### config.mk
export PLATFORM = sky130hd
export DESIGN_NAME = sd_serial_tx
export DESIGN_NICKNAME = d
export VERILOG_FILES = /design/src/rtl/sd_serial_tx.sv
export SDC_FILE = /design/constraint.sdc
export NUM_CORES = 1
export LEC_CHECK = 0
export BUFFER_PORTS_ARGS = -buffer_cell sky130_fd_sc_hd__buf_4
export CAP_MARGIN = 5
export CORE_UTILIZATION = 40
export CTS_CLUSTER_SIZE = 24
export DETAILED_ROUTE_END_ITERATION = 8
export HOLD_SLACK_MARGIN = 0.15
export PLACE_DENSITY = 0.67
export SYNTH_ARGS = -nofsm -noshare
export SYNTH_HDL_FRONTEND = slang
export SYNTH_SLANG_ARGS = --single-unit
### constraint.sdc
create_clock -name clk -period 1.59 [get_ports clk]
set_input_delay 0.318 -clock clk [delete_from_list [all_inputs] [get_ports clk]]
set_output_delay 0.318 -clock clk [all_outputs]
set_load 0.1 [all_outputs]
### src/rtl/sd_serial_tx.sv
// Parallel-to-serial shifter with a one-word holding buffer.
// Streams WIDTH-bit words one bit per enabled clock to a serial detector.
module sd_serial_tx #(
    parameter int   WIDTH     = 8,
    parameter int   MSB_FIRST = 1,
    parameter logic IDLE_BIT  = 1'b0
) (
    input  logic             clk,
    input  logic             rst,
    input  logic [WIDTH-1:0] din,
    input  logic             din_valid,
    output logic             din_ready,
    input  logic             en,
    output logic             signal,
    output logic             bit_valid,
    output logic             busy,
    output logic             frame_done
);

    localparam int CW = $clog2(WIDTH);
    localparam logic [CW-1:0] LAST = CW'(WIDTH - 1);

    typedef enum logic {
        IDLE,
        SHIFT
    } state_t;

    state_t           state, state_n;
    logic [WIDTH-1:0] sreg, sreg_n;
    logic [WIDTH-1:0] hold, hold_n;
    logic [CW-1:0]    cnt, cnt_n;
    logic             hold_valid, hold_valid_n;
    logic             fd_n;
    logic             xfer;
    logic             head;
    logic [WIDTH-1:0] shifted;

    assign head    = (MSB_FIRST != 0) ? sreg[WIDTH-1] : sreg[0];
    assign shifted = (MSB_FIRST != 0) ? {sreg[WIDTH-2:0], 1'b0}
                                      : {1'b0, sreg[WIDTH-1:1]};

    assign din_ready = (state == IDLE) | ~hold_valid;
    assign xfer      = din_valid & din_ready;
    assign signal    = (state == SHIFT) ? head : IDLE_BIT;
    assign bit_valid = (state == SHIFT);
    assign busy      = (state == SHIFT) | hold_valid;

    always_ff @(posedge clk or negedge rst) begin
        if (!rst) begin
            state      <= IDLE;
            sreg       <= '0;
            hold       <= '0;
            cnt        <= '0;
            hold_valid <= 1'b0;
            frame_done <= 1'b0;
        end else begin
            state      <= state_n;
            sreg       <= sreg_n;
            hold       <= hold_n;
            cnt        <= cnt_n;
            hold_valid <= hold_valid_n;
            frame_done <= fd_n;
        end
    end

    always_comb begin
        state_n      = state;
        sreg_n       = sreg;
        hold_n       = hold;
        cnt_n        = cnt;
        hold_valid_n = hold_valid;
        fd_n         = 1'b0;
        unique case (state)
            IDLE: begin
                if (xfer) begin
                    sreg_n  = din;
                    cnt_n   = '0;
                    state_n = SHIFT;
                end
            end
            SHIFT: begin
                if (en && cnt == LAST) begin
                    fd_n  = 1'b1;
                    cnt_n = '0;
                    // Refill from hold or straight from din so words run gap-free.
                    if (hold_valid) begin
                        sreg_n       = hold;
                        hold_valid_n = 1'b0;
                    end else if (xfer) begin
                        sreg_n = din;
                    end else begin
                        sreg_n  = '0;
                        state_n = IDLE;
                    end
                end else begin
                    if (en) begin
                        sreg_n = shifted;
                        cnt_n  = cnt + 1'b1;
                    end
                    if (xfer) begin
                        hold_n       = din;
                        hold_valid_n = 1'b1;
                    end
                end
            end
            default: state_n = IDLE;
        endcase
    end

endmodule

==> impl_summary.md <==
Synth
The synthesized netlist occupies a cell area of 1252 um2. The number of nets in the synthesized netlist is 128. The share of the Yosys chip area taken by registers is 0.4396. The Yosys step of the flow raised 0 warnings. The synthesized flop and latch total is 22.

Counting every instance in the synthesized netlist gives 114. After synthesis, the netlist uses 27 different library cells. The average footprint of a synthesized cell is 10.99 um2.

Timing
Setup violations remaining at the end of the flow were counted as 1. In the finished design, the share of the clock period the worst path needs comes to 1.002. At the pin with the least slew margin, the transition time is 295.2 ps. The worst hold slack is 242.4 ps. Setup repair after global routing could not meet its margin everywhere.

The worst clock skew on the final layout is 18.77 ps. The setup slack after layout is -3.773 ps. The hold violation total from the final report was 0.

The number of max-slew violations in the final report is 0. The shortest clock period the worst path allows after layout is 1594 ps. The worst-case headroom to the max-slew limit is 0.8032.

Static timing analysis puts the maximum clock frequency at 627.4 MHz.

Critical path
Together, buffers and inverters on the worst path number 1. Data on the critical path arrives at its endpoint at 1280 ps. The largest single stage delay on the critical path is 540 ps. The critical path goes through or2_4, buf_12. The data required time of the worst path is 1270 ps. On the critical path, the stage with the largest delay is an instance of sky130_fd_sc_hd__dfrtp_4.

In this run the worst setup path begins at bit_valid$_DFF_PN0_. The critical path capture point type is an output port. The element type at the critical path start is a flip-flop.

The largest driver fanout on the critical path is 5. On the critical path the largest part of the delay comes from flip-flops. The startpoint of the lowest-slack register-to-register path is cnt[0]$_DFFE_PN0P_.

By startpoint and endpoint, the worst setup path is classified as reg -> out.

Power and ir drop
The static leakage is 0.6786 nW. The largest voltage drop on the vdd net is 0.0009000 V. Overall power consumption after layout is estimated at 2.306 mW. The power density over the cells is 1480 nW/um2.

Cells and area
The leading cell type in the layout, fill and taps excluded is sky130_fd_sc_hd__buf_4. The area growth from synthesis to layout is 24.38%. The count of non-filler cells in the finished layout is 170. Of the cells placed in the final design, the portion with a size suffix greater than 1 is 0.3741. The top cell types in the final layout, fill and taps aside, are 23 x sky130_fd_sc_hd__buf_4, 20 x sky130_fd_sc_hd__dfrtp_1, 11 x sky130_fd_sc_hd__nand2_1. For this run, the post-layout net count is 154. The total inserted antenna cells is 0.

Global routing
The wire length of the first global-routing pass is 4678 um. Across every metal layer, demand over resource in global routing totals 0.1828. Summed over all layers, the global routing overflow is 0. In the global route stage, met3 resource usage came out at 0.04911. The busiest layer in global routing is met2. The number of antenna violations at the first check in global routing is 0. The global routing met1 resource utilization is 0.2350.

Entering global routing, the biggest net connects 23 pins. The via count of the first global-routing pass is 1007. The met2 track utilization from global routing is 0.3153.

Status
The run finished, with violations left. The checks that failed: design-rule violations, negative setup slack.

Die
The die extent in y is 57.96 um. The floorplan step defined a die boundary enclosing 3359 um2. The area inside the core boundary is 2853 um2. The initial standard-cell utilization of the core is 0.4390. The top-level port count is 17. The row count is 19.

From left edge to right edge, the die measures 57.96 um.

Route
The detail route stage leaves a number of antenna-violating nets equal to 0. The via-per-instance ratio is 5.600. The detail-routed net length per standard cell is 16.09 um. The iteration count of the initial detailed-routing pass is 6. The total vias in the final route is 952. The post-detailed-routing wire length is 2736 um. The remaining design rule violation count is 2. The first routing iteration left 19 violations.

Placement
At the end of routability-driven placement, the weighted congestion stood at 0.7287. The worst slack at placement is -0.9481 ps. The number of placed instances, taps included, is 157. Summed over all nets, the half-perimeter wirelength after detailed placement is 1700 um. In this run the tool buffered the top-level ports with 16 buffer cells.

Hold path
The worst hold path startpoint is din[0]. The path class of the tightest hold or removal check is in -> reg.

Clocking
CTS placed an instance of sky130_fd_sc_hd__clkbuf_4 at the clock tree root. TritonCTS built the clock tree. CTS saw 22 sinks. The clock-pin slew reported for the worst setup and hold paths after clock tree synthesis is 130 ps. The clock passes through at most 2 buffers. The number of clock buffers inserted by TritonCTS is 3. The clock reaches the later pin of the worst-skew pair after 320 ps. The count of H-tree levels built during CTS is 1.

Flow run
Max-cap violations in this run came to 0.
==> Yosys cell counts (all sizes together) <==
cell type,instances,area [um2]
nand4b,1,23.77
nand2b,8,50.05
buf,7,65.05
a22o,1,8.760
clkbuf,2,7.510
nand2,13,56.30
a31oi,7,43.79
a32o,1,10.01
or2,1,6.260
ha,2,25.02
nor3b,7,52.55
dfrtp,22,550.5
a21o,1,7.510
o22a,7,61.31
mux2,10,116.4
nand3b,8,60.06
mux2i,1,22.52
nand3,1,17.52
o21ai,1,5.000
nor2,2,7.510
a21oi,9,45.04
and2,1,6.260
inv,1,3.750
==> timing repair <==
action / CTS / global route
pin swaps: 1 / 1
cloned: 1 / 0
endpoints found under the hold margin: 22 / 0
hold buffers: 1 / 0
setup endpoints to repair: 14 / 7
buffers inserted: 4 / 3
resized for setup: 6 / 3
==> registers in the layout (all words and copies together) (netlist names) <==
name,cells
hold_valid,1
cnt,3
hold,8
bit_valid,1
frame_done,1
sreg,8
==> through the flow <==
step,setup TNS [ps],cell area [um2],utilization
3_5_place_dp,-0.9481,1393,0.4882
6_report,-3.773,1558,0.5461
5_1_grt,-37.67,1558,0.5461
3_3_place_gp,0,1393,0.4882
4_1_cts,-2.149,1506,0.5281
2_1_floorplan,-29.52,1275,-
==> cell families (layout without fill, tap and decap cells) <==
kind of cell	after synthesis	in the layout	synth area share
AND/OR/NAND/NOR	42	43	0.2238
adder cells (fa/ha/maj)	2	2	0.01998
flip-flops	22	22	0.4396
multiplexers	11	11	0.1109
buffers and inverters	10	34	0.06093
AO/OA/AOI/OAI	27	27	0.1449
==> cell type report <==
| class | instances | area, um2 |
|---|---|---|
| clock buffer | 4 | 26.28 |
| tap | 31 | 38.79 |
| inverter | 1 | 3.754 |
| timing repair buffer | 29 | 269.0 |
| sequential | 22 | 555.5 |
| multi-input combinational | 83 | 664.4 |
| fill | 257 | 1295 |
==> worst paths after layout <==
| check | cells after the start | end | slack (ps) |
|---|---|---|---|
| worst max-delay path | 2 | busy | -4 |
| worst min-delay path | 2 | hold[0]$_DFFE_PN0P_ | 240 |
| worst max register to register | 5 | hold[1]$_DFFE_PN0P_ | 60 |
| worst min register to register | 1 | sreg[3]$_DFFE_PN0P_ | 510 |
| max in group asynchronous | 2 | hold_valid$_DFFE_PN0P_ | 910 |
| min in group asynchronous | 2 | sreg[7]$_DFFE_PN0P_ | 410 |
==> where the power goes <==
part	switching, mW	internal, mW
clock network	0.175	0.0980
registers	0.119	0.780
logic	0.568	0.565
==> routing by layer <==
metal / up-vias / wire length, um
met5: - / 0
met4: 0 / 8
met3: 2 / 118
met2: 24 / 1372
met1: 460 / 1238
li1: 466 / -
No activity file was read; power rests on OpenSTA's default activity.
